`src/rtl/led_pattern_gen.sv`:
```
// Multi-channel LED pattern generator (off / solid / blink / burst) on a 1 ms time base.
// Define LED_PATTERN_SYNC_EN to add sync_in, a global pattern/prescaler restart.
`timescale 1ns/1ps
module led_pattern_gen #(
  parameter int CLK_FREQ = 100000000,
  parameter int NUM_CH   = 4,
  parameter int HP_W     = 12
) (
  input  logic              clk,
  input  logic              rst,
`ifdef LED_PATTERN_SYNC_EN
  input  logic              sync_in,
`endif
  input  logic              cfg_valid,
  output logic              cfg_ready,
  input  logic [3:0]        cfg_ch,
  input  logic [1:0]        cfg_mode,
  input  logic [HP_W-1:0]   cfg_half_ms,
  input  logic [3:0]        cfg_burst_n,
  output logic              cfg_err,
  output logic [NUM_CH-1:0] led,
  output logic              ms_tick
);

  localparam int DIV   = CLK_FREQ / 1000;
  localparam int PRE_W = $clog2(DIV);
  localparam int CNT_W = HP_W + 2;  // holds 4*(2^HP_W-1) for the burst gap

  typedef enum logic [1:0] {MODE_OFF, MODE_SOLID, MODE_BLINK, MODE_BURST} mode_t;
  typedef enum logic [2:0] {ST_OFF, ST_SOLID, ST_ON, ST_LOW, ST_GAP} ch_state_t;

  function automatic ch_state_t start_state(input mode_t m, input logic [3:0] n);
    case (m)
      MODE_SOLID: return ST_SOLID;
      MODE_BLINK: return ST_ON;
      MODE_BURST: return (n == 4'd0) ? ST_OFF : ST_ON;
      default:    return ST_OFF;
    endcase
  endfunction

  logic [PRE_W-1:0] pre_q;
  logic             cfg_accept;
  logic             sync_hit;

  assign cfg_accept = cfg_valid && cfg_ready;
  assign ms_tick    = (pre_q == PRE_W'(DIV - 1));

`ifdef LED_PATTERN_SYNC_EN
  assign sync_hit = sync_in;
`else
  assign sync_hit = 1'b0;
`endif

  // NOTE: registers use non-blocking assignments so every flop samples pre-edge values.
  always_ff @(posedge clk or posedge rst) begin
    if (rst) begin
      pre_q <= '0;
    end else if (sync_hit || ms_tick) begin
      pre_q <= '0;
    end else begin
      pre_q <= pre_q + 1'b1;
    end
  end

  // Ready drops for exactly the cycle following an accepted write.
  always_ff @(posedge clk or posedge rst) begin
    if (rst) begin
      cfg_ready <= 1'b0;
      cfg_err   <= 1'b0;
    end else begin
      cfg_ready <= !cfg_accept;
      cfg_err   <= cfg_accept && ({1'b0, cfg_ch} >= 5'(NUM_CH));
    end
  end

  for (genvar i = 0; i < NUM_CH; i++) begin : g_ch
    mode_t           mode_q, mode_d;
    logic [HP_W-1:0] half_q, half_d;
    logic [3:0]      burst_q, burst_d;
    logic [3:0]      pulse_q, pulse_d;
    logic [CNT_W-1:0] cnt_q, cnt_d;
    ch_state_t       state_q, state_d;
    logic [CNT_W-1:0] hp_eff, last_half, last_gap;
    logic            wr_hit;

    assign wr_hit    = cfg_accept && (cfg_ch == 4'(i));
    assign hp_eff    = (half_q == '0) ? CNT_W'(1) : CNT_W'(half_q);
    assign last_half = hp_eff - 1'b1;
    assign last_gap  = (hp_eff << 2) - 1'b1;
    assign led[i]    = (state_q == ST_SOLID) || (state_q == ST_ON);

    // NOTE: every always_comb output is defaulted first so no latch can be inferred.
    always_comb begin
      mode_d  = mode_q;
      half_d  = half_q;
      burst_d = burst_q;
      pulse_d = pulse_q;
      cnt_d   = cnt_q;
      state_d = state_q;
      if (wr_hit) begin
        mode_d  = mode_t'(cfg_mode);
        half_d  = cfg_half_ms;
        burst_d = cfg_burst_n;
        pulse_d = '0;
        cnt_d   = '0;
        state_d = start_state(mode_t'(cfg_mode), cfg_burst_n);
      end else if (sync_hit && (state_q inside {ST_ON, ST_LOW, ST_GAP})) begin
        pulse_d = '0;
        cnt_d   = '0;
        state_d = ST_ON;
      end else if (ms_tick) begin
        case (state_q)
          ST_ON: begin
            if (cnt_q == last_half) begin
              cnt_d   = '0;
              state_d = ST_LOW;
            end else begin
              cnt_d = cnt_q + 1'b1;
            end
          end
          ST_LOW: begin
            if (cnt_q == last_half) begin
              cnt_d = '0;
              if (mode_q == MODE_BURST && pulse_q == burst_q - 4'd1) begin
                pulse_d = '0;
                state_d = ST_GAP;
              end else begin
                pulse_d = pulse_q + 4'd1;
                state_d = ST_ON;
              end
            end else begin
              cnt_d = cnt_q + 1'b1;
            end
          end
          ST_GAP: begin
            if (cnt_q == last_gap) begin
              cnt_d   = '0;
              state_d = ST_ON;
            end else begin
              cnt_d = cnt_q + 1'b1;
            end
          end
          default: ;
        endcase
      end
    end

    always_ff @(posedge clk or posedge rst) begin
      if (rst) begin
        mode_q  <= MODE_OFF;
        half_q  <= HP_W'(500);
        burst_q <= '0;
        pulse_q <= '0;
        cnt_q   <= '0;
        state_q <= ST_OFF;
      end else begin
        mode_q  <= mode_d;
        half_q  <= half_d;
        burst_q <= burst_d;
        pulse_q <= pulse_d;
        cnt_q   <= cnt_d;
        state_q <= state_d;
      end
    end
  end

endmodule

```
`config.mk`:
```
export PLATFORM = sky130hd
export DESIGN_NAME = led_pattern_gen
export DESIGN_NICKNAME = d
export VERILOG_FILES = /design/src/rtl/led_pattern_gen.sv
export SDC_FILE = /design/constraint.sdc
export NUM_CORES = 1
export LEC_CHECK = 0
export CORE_MARGIN = 4
export CORE_UTILIZATION = 40
export CTS_BUF_LIST = sky130_fd_sc_hd__clkbuf_4 sky130_fd_sc_hd__clkbuf_8
export CTS_CLUSTER_SIZE = 16
export DETAILED_ROUTE_END_ITERATION = 7
export GPL_ROUTABILITY_DRIVEN = 0
export GPL_TIMING_DRIVEN = 1
export SYNTH_ARGS = -nofsm -noshare
export SYNTH_HDL_FRONTEND = slang
export SYNTH_SLANG_ARGS = --single-unit
```
`constraint.sdc`:
```
create_clock -name clk -period 11.9 [get_ports clk]
set_clock_uncertainty 0.05 [all_clocks]
set_input_delay 2.38 -clock clk [delete_from_list [all_inputs] [get_ports clk]]
set_output_delay 2.38 -clock clk [all_outputs]
set_load 0.005 [all_outputs]
```
==> results of run 1 <==
flip-flops by register name, summed over array words and instances, names as in the netlist:
| name | count |
|---|---|
| cfg_err | 1 |
| cfg_ready | 1 |
| g_ch.burst_q | 16 |
| g_ch.cnt_q | 56 |
| g_ch.half_q | 48 |
| g_ch.mode_q | 8 |
| g_ch.pulse_q | 16 |
| g_ch.state_q | 12 |
| pre_q | 17 |
layer usage:
metal  vias to the layer above  track usage, %
li1                       5500               -
met1                      5574            28.6
met2                       373            32.9
met3                        57            3.24
met4                         2            6.02
met5                         -               0
area by class of cell:
class	count	area (sq um)	area share, %
clock buffer	19	255	1.91
timing repair buffer	43	400	3.00
tap	396	495	3.72
multi-input combinational	1203	7380	55.4
sequential	175	4410	33.1
clock inverter	13	116	0.873
inverter	70	268	2.01
layout by cell type (no fill, tap or decap), types with 7 or more instances in the layout:
cell type        instances
nand2_1                295
dfrtp_1                151
xnor2_1                 79
nand3_1                 75
inv_1                   68
nor2_1                  67
o21ai_0                 51
nor3_1                  42
or3_1                   37
a21oi_1                 37
nor4_1                  32
clkdlybuf4s50_1         31
xor2_1                  28
a211oi_1                26
a21o_1                  26
dfstp_2                 24
or4_1                   23
and3_1                  23
a31oi_1                 22
nand4_1                 22
nand2b_1                21
o21ai_1                 20
o22ai_1                 20
nor2b_1                 19
o211ai_1                18
clkbuf_8                18
ha_1                    17
or2_2                   14
o31ai_1                 14
o2111ai_1               13
buf_4                   12
nor3b_1                 10
o21a_1                   8
and2_1                   8
or3b_1                   7
inv_6                    7
cell families (layout without fill, tap and decap cells):
group / count (synthesis) / count (layout) / synth area share (%)
simple gates: 732 / 732 / 29.7
compound gates: 338 / 338 / 19.1
buf+inv: 186 / 145 / 5.80
flops: 175 / 175 / 35.2
xor+xnor: 109 / 109 / 7.85
fa+ha+maj: 17 / 17 / 1.70
mux: 7 / 7 / 0.570
power by group:
part	switching [mW]	internal, mW
registers	0.144	0.685
logic	0.372	0.275
clock network	0.259	0.162
critical path, cell delays in order, from the launching register on:
cell             delay [ns]
dfrtp_1                0.43
or4b_1                 0.57
or4_1                  0.76
inv_2                  0.45
clkdlybuf4s50_1        0.59
worst min path at each step:
stage / slack [ns] / cells past startpoint / from / end
3_5_place_dp: 0.42 / 2 / g_ch[2].mode_q[1] / g_ch[2].mode_q[1]
4_1_cts: 0.44 / 2 / g_ch[2].mode_q[1] / g_ch[2].mode_q[1]
2_1_floorplan: 0.40 / 2 / g_ch[0].mode_q[1] / g_ch[0].mode_q[1]
3_3_place_gp: 0.41 / 2 / g_ch[2].mode_q[1] / g_ch[2].mode_q[1]
5_1_grt: 0.46 / 2 / g_ch[2].mode_q[1] / g_ch[2].mode_q[1]
6_report: 0.44 / 2 / g_ch[2].mode_q[1] / g_ch[2].mode_q[1]
per-stage QoR:
| stage | instances | hold WS (ns) |
|---|---|---|
| finish | 1919 | 0.439 |
| global route | 1919 | 0.464 |
| CTS | 1919 | 0.444 |
| detailed placement | 1887 | 0.419 |
| global placement | 1887 | 0.411 |
| floorplan | 1564 | 0.395 |
==> metrics, run 1 <==
Syn Nets 1606; Most used DFF post-synth dfrtp_1; Max Used Layer met5; total power ~1.9 mW; Root Buffer clkbuf_8; warnings from Yosys 0; detailed placer's ending HPWL between 20 and 25 mm; share of the synthesized area in the top cell type a little under a third; fillers roughly 3100; maximum fanout along the worst path 19; Core ar. 30700 sq um; fin crit period 5.72 ns; WL met2 16.3 mm; clock buffer depth 2; top cell type by total area after synthesis dfrtp_1; initial core utilization 40.7%; Layout area overhead 6.54%; DR vias 11500; max_cap viols 0; GRT overflow 0; # IOs 32; Critical Path AT 3.29 ns; register area share after synthesis 35.2%; CTS tree done; unrepaired setup endpoints after global routing no; FF-to-FF End g_ch[3].cnt_q[10]; DR pass1 iterations 5; cell area after layout 13300 sq um; ys async rst share 100%; top cells by count, synth nand2_1, dfrtp_1, clkbuf_1; final period utilization 48.1%; largest net degree at the start of global routing 71; vias per cell 6.00; Routed wire per std cell roughly 18 microns; Max rail drop VDD 0.0777 mV; met3 wire length 1.81 mm; Worst-Margin Slew roughly 1.2 ns; cell area power density 142 nW/um^2; #FFs+latches synth 175; Vert. Die Dim between 150 and 200 microns; Post-synth EDFFs 0; worst min path class flop to flop; initial antenna violation count 1; CP Capture Point ms_tick; pre-CTS setup slack between 6 and 7 ns; Req. time, crit path 9.47 ns; final worst slack 6.18 ns; Final Max Tran Viols 0; Die X 185 microns; outcome complete, no violations; LEAKAGE approximately 5.3 nW; Post-CTS Hold Buffers 0; Critical Path Sink Type primary output; CTS resizes 0; synth unique cells 92; R2R depth 12; DRT iter0 DRCs 1025; DP Area 13000 sq um; reg-to-reg setup timing slack roughly 6.9 ns; Total GRT Usage between 20% and 30%; FP Rows 64; post-layout utilization of the core 43.3%; post-CTS setup buffer count 0; crit path from pre_q[13]; clock slew at reported path FFs roughly 0.11 ns; TritonCTS buffer count 17; WL met1 between 15 and 20 mm; DRT antenna net count 0; # port buffers 31; Critical R2R Launch g_ch[3].half_q[0]; Die ar. about 34000 sq um; # H-tree levels 4; routed wire length 35.3 mm; most common cell in the synthesized netlist nand2_1; Final Hold Vio Count 0; Worst slew margin 21.1%; post-synthesis instance total 1564; number of global-route vias before repair roughly 11000; Area contributors post-synth dfrtp_1, nand2_1, xnor2_1, dfstp_2, nand3_1; Clock Latency Late Sink 0.49 ns; CP Class flop to primary output; Fin Setup TNS 0 ns; first-pass GRT wire length approximately 57 mm; nets 1552; synthesized area ~13000 sq um; Sinks on Clock Net 175; drt drc 0; share of cells above drive strength 1 7.03%; n_diodes 0; Fmax achieved 175 MHz; final setup violation count 0; syn_area_per_cell 8.00 sq um; startpoint types flop
(Power assumes the default switching activity.)
==> run 2, diff against run 1 <==
clock period = 5.3 ns   (was 11.9 ns; I/O delays follow)
==> metrics, run 2 (same netlist as run 1, synthesis figures left out) <==
outcome complete, no violations; DRT iter0 DRCs about 1100; Vert. Die Dim 185 microns; fillers 3133; cell area power density roughly 320 nW/um^2; Max rail drop VDD about 0.18 mV; Fin Setup TNS 0 ns; n_diodes 0; clock buffer depth 2; max reg flops 56; max_cap viols 0; DRT antenna net count 0; final std cells w/o fill 1926; Final Hold Vio Count 0; Critical Path Sink Type flop; Layout area overhead 7.03%; largest net degree at the start of global routing 176; routed wire length 35.3 mm; Core ar. roughly 31000 sq um; # H-tree levels 4; Routed wire per std cell about 18 microns; LEAKAGE 5.30 nW; startpoint types flop; placed insts 1894; detailed placer's ending HPWL 24.5 mm; DR pass1 iterations 6; number of global-route vias before repair 10700; fin crit period 4.59 ns; vias per cell around 6; Root Buffer clkbuf_8; share of cells above drive strength 1 between 7 and 8%; CTS tree done; Critical Path AT 4.91 ns; nets roughly 1600; first-pass GRT wire length between 50 and 60 mm; GRT overflow 0; Die X ~180 microns; hold path cells 2; # port buffers 31; clock slew at reported path FFs 0.10 ns; Biggest register g_ch.cnt_q; drt drc 0; final period utilization between 80% and 90%; Worst slew margin 21.4%; final setup violation count 0; R2R depth 12; unrepaired setup endpoints after global routing no; TritonCTS buffer count 17; # IOs 32; CP Class flop to flop; Fmax achieved 218 MHz; initial antenna violation count 1; Final Max Tran Viols 0; initial core utilization between 40% and 50%; top flop regs g_ch.cnt_q (56), g_ch.half_q (48), pre_q (17); Worst-Margin Slew around 1.2 ns; Total GRT Usage between 20 and 25%; Req. time, crit path 5.62 ns; most common cell after layout, fill and taps aside nand2_1; worst min path class flop to flop; post-CTS setup buffer count 0; most frequent cells in the layout nand2_1, dfrtp_1, xnor2_1; Clock Latency Late Sink 0.49 ns; CTS resizes 0; Die ar. 34200 sq um; maximum fanout along the worst path 13; DR vias about 12000; Post-CTS Hold Buffers 0; Sinks on Clock Net 175; FP Rows 64
==> run 2: changes by cell type in the layout (fill, tap and decap cells not counted) <==
| cell | delta |
|---|---|
| buf_12 | +1 |
| buf_4 | +6 |
| clkbuf_4 | -1 |
| clkinv_4 | -1 |
| clkinvlp_4 | +4 |
| inv_6 | -2 |
==> run 2: worst paths after layout <==
| path | to | slack, ns | startpoint |
|---|---|---|---|
| setup reg to reg | g_ch[2].cnt_q[3] | 0.71 | g_ch[2].half_q[2] |
| min in group asynchronous | pre_q[10] | 1.16 | rst |
| setup / recovery | g_ch[2].cnt_q[3] | 0.71 | g_ch[2].half_q[2] |
| max in group asynchronous | g_ch[1].pulse_q[3] | 3.32 | rst |
| hold / removal | g_ch[0].mode_q[0] | 0.44 | g_ch[0].mode_q[0] |
| hold reg to reg | g_ch[0].mode_q[0] | 0.44 | g_ch[0].mode_q[0] |
==> run 2: metal layers <==
metal,part of all wire [%],wire length (microns),up-vias,track usage [%]
li1,-,-,5518,-
met5,0.045,16,-,0
met3,4.8,1700,117,3.50
met2,45,16000,409,32.1
met4,3.7,1310,2,7.69
met1,46,16200,5496,28.6
==> run 2: final cells by class <==
cell class | instances | area, sq um | share of cell area [%]
clock buffer | 18 | 248 | 1.85
clock inverter | 14 | 121 | 0.906
inverter | 70 | 267 | 1.99
multi-input combinational | 1203 | 7380 | 55.1
sequential | 175 | 4410 | 32.9
tap | 396 | 495 | 3.70
timing repair buffer | 50 | 465 | 3.48
==> run 2: power by group <==
group / internal (mW) / switching [mW]
combinational: 0.625 / 0.846
clock: 0.353 / 0.574
sequential: 1.54 / 0.314
total: 2.52 / 1.73
==> run 2: worst max-delay path, stage by stage, from the launching register on <==
cell	delay, ns
dfstp_2	0.69
nor4_1	0.08
buf_4	0.19
a41oi_1	0.28
ha_1	0.32
nor3b_1	0.70
xnor2_1	0.31
a32oi_1	0.24
o2111ai_1	0.16
or4_1	0.57
a21oi_2	0.48
or4_1	0.30
o21ai_1	0.10
==> run 2: per-stage QoR <==
stage	area (sq um)	util [%]	power (mW)	setup slack [ns]	hold WS, ns
after floorplan	12500	-	2.92	1.12	0.395
after global placement	13000	42.3	3.30	0.947	0.409
after detailed placement	13000	42.3	3.31	0.835	0.418
after CTS	13400	43.5	4.27	0.806	0.443
after global routing	13400	43.5	4.53	0.352	0.470
final	13400	43.5	4.25	0.712	0.440
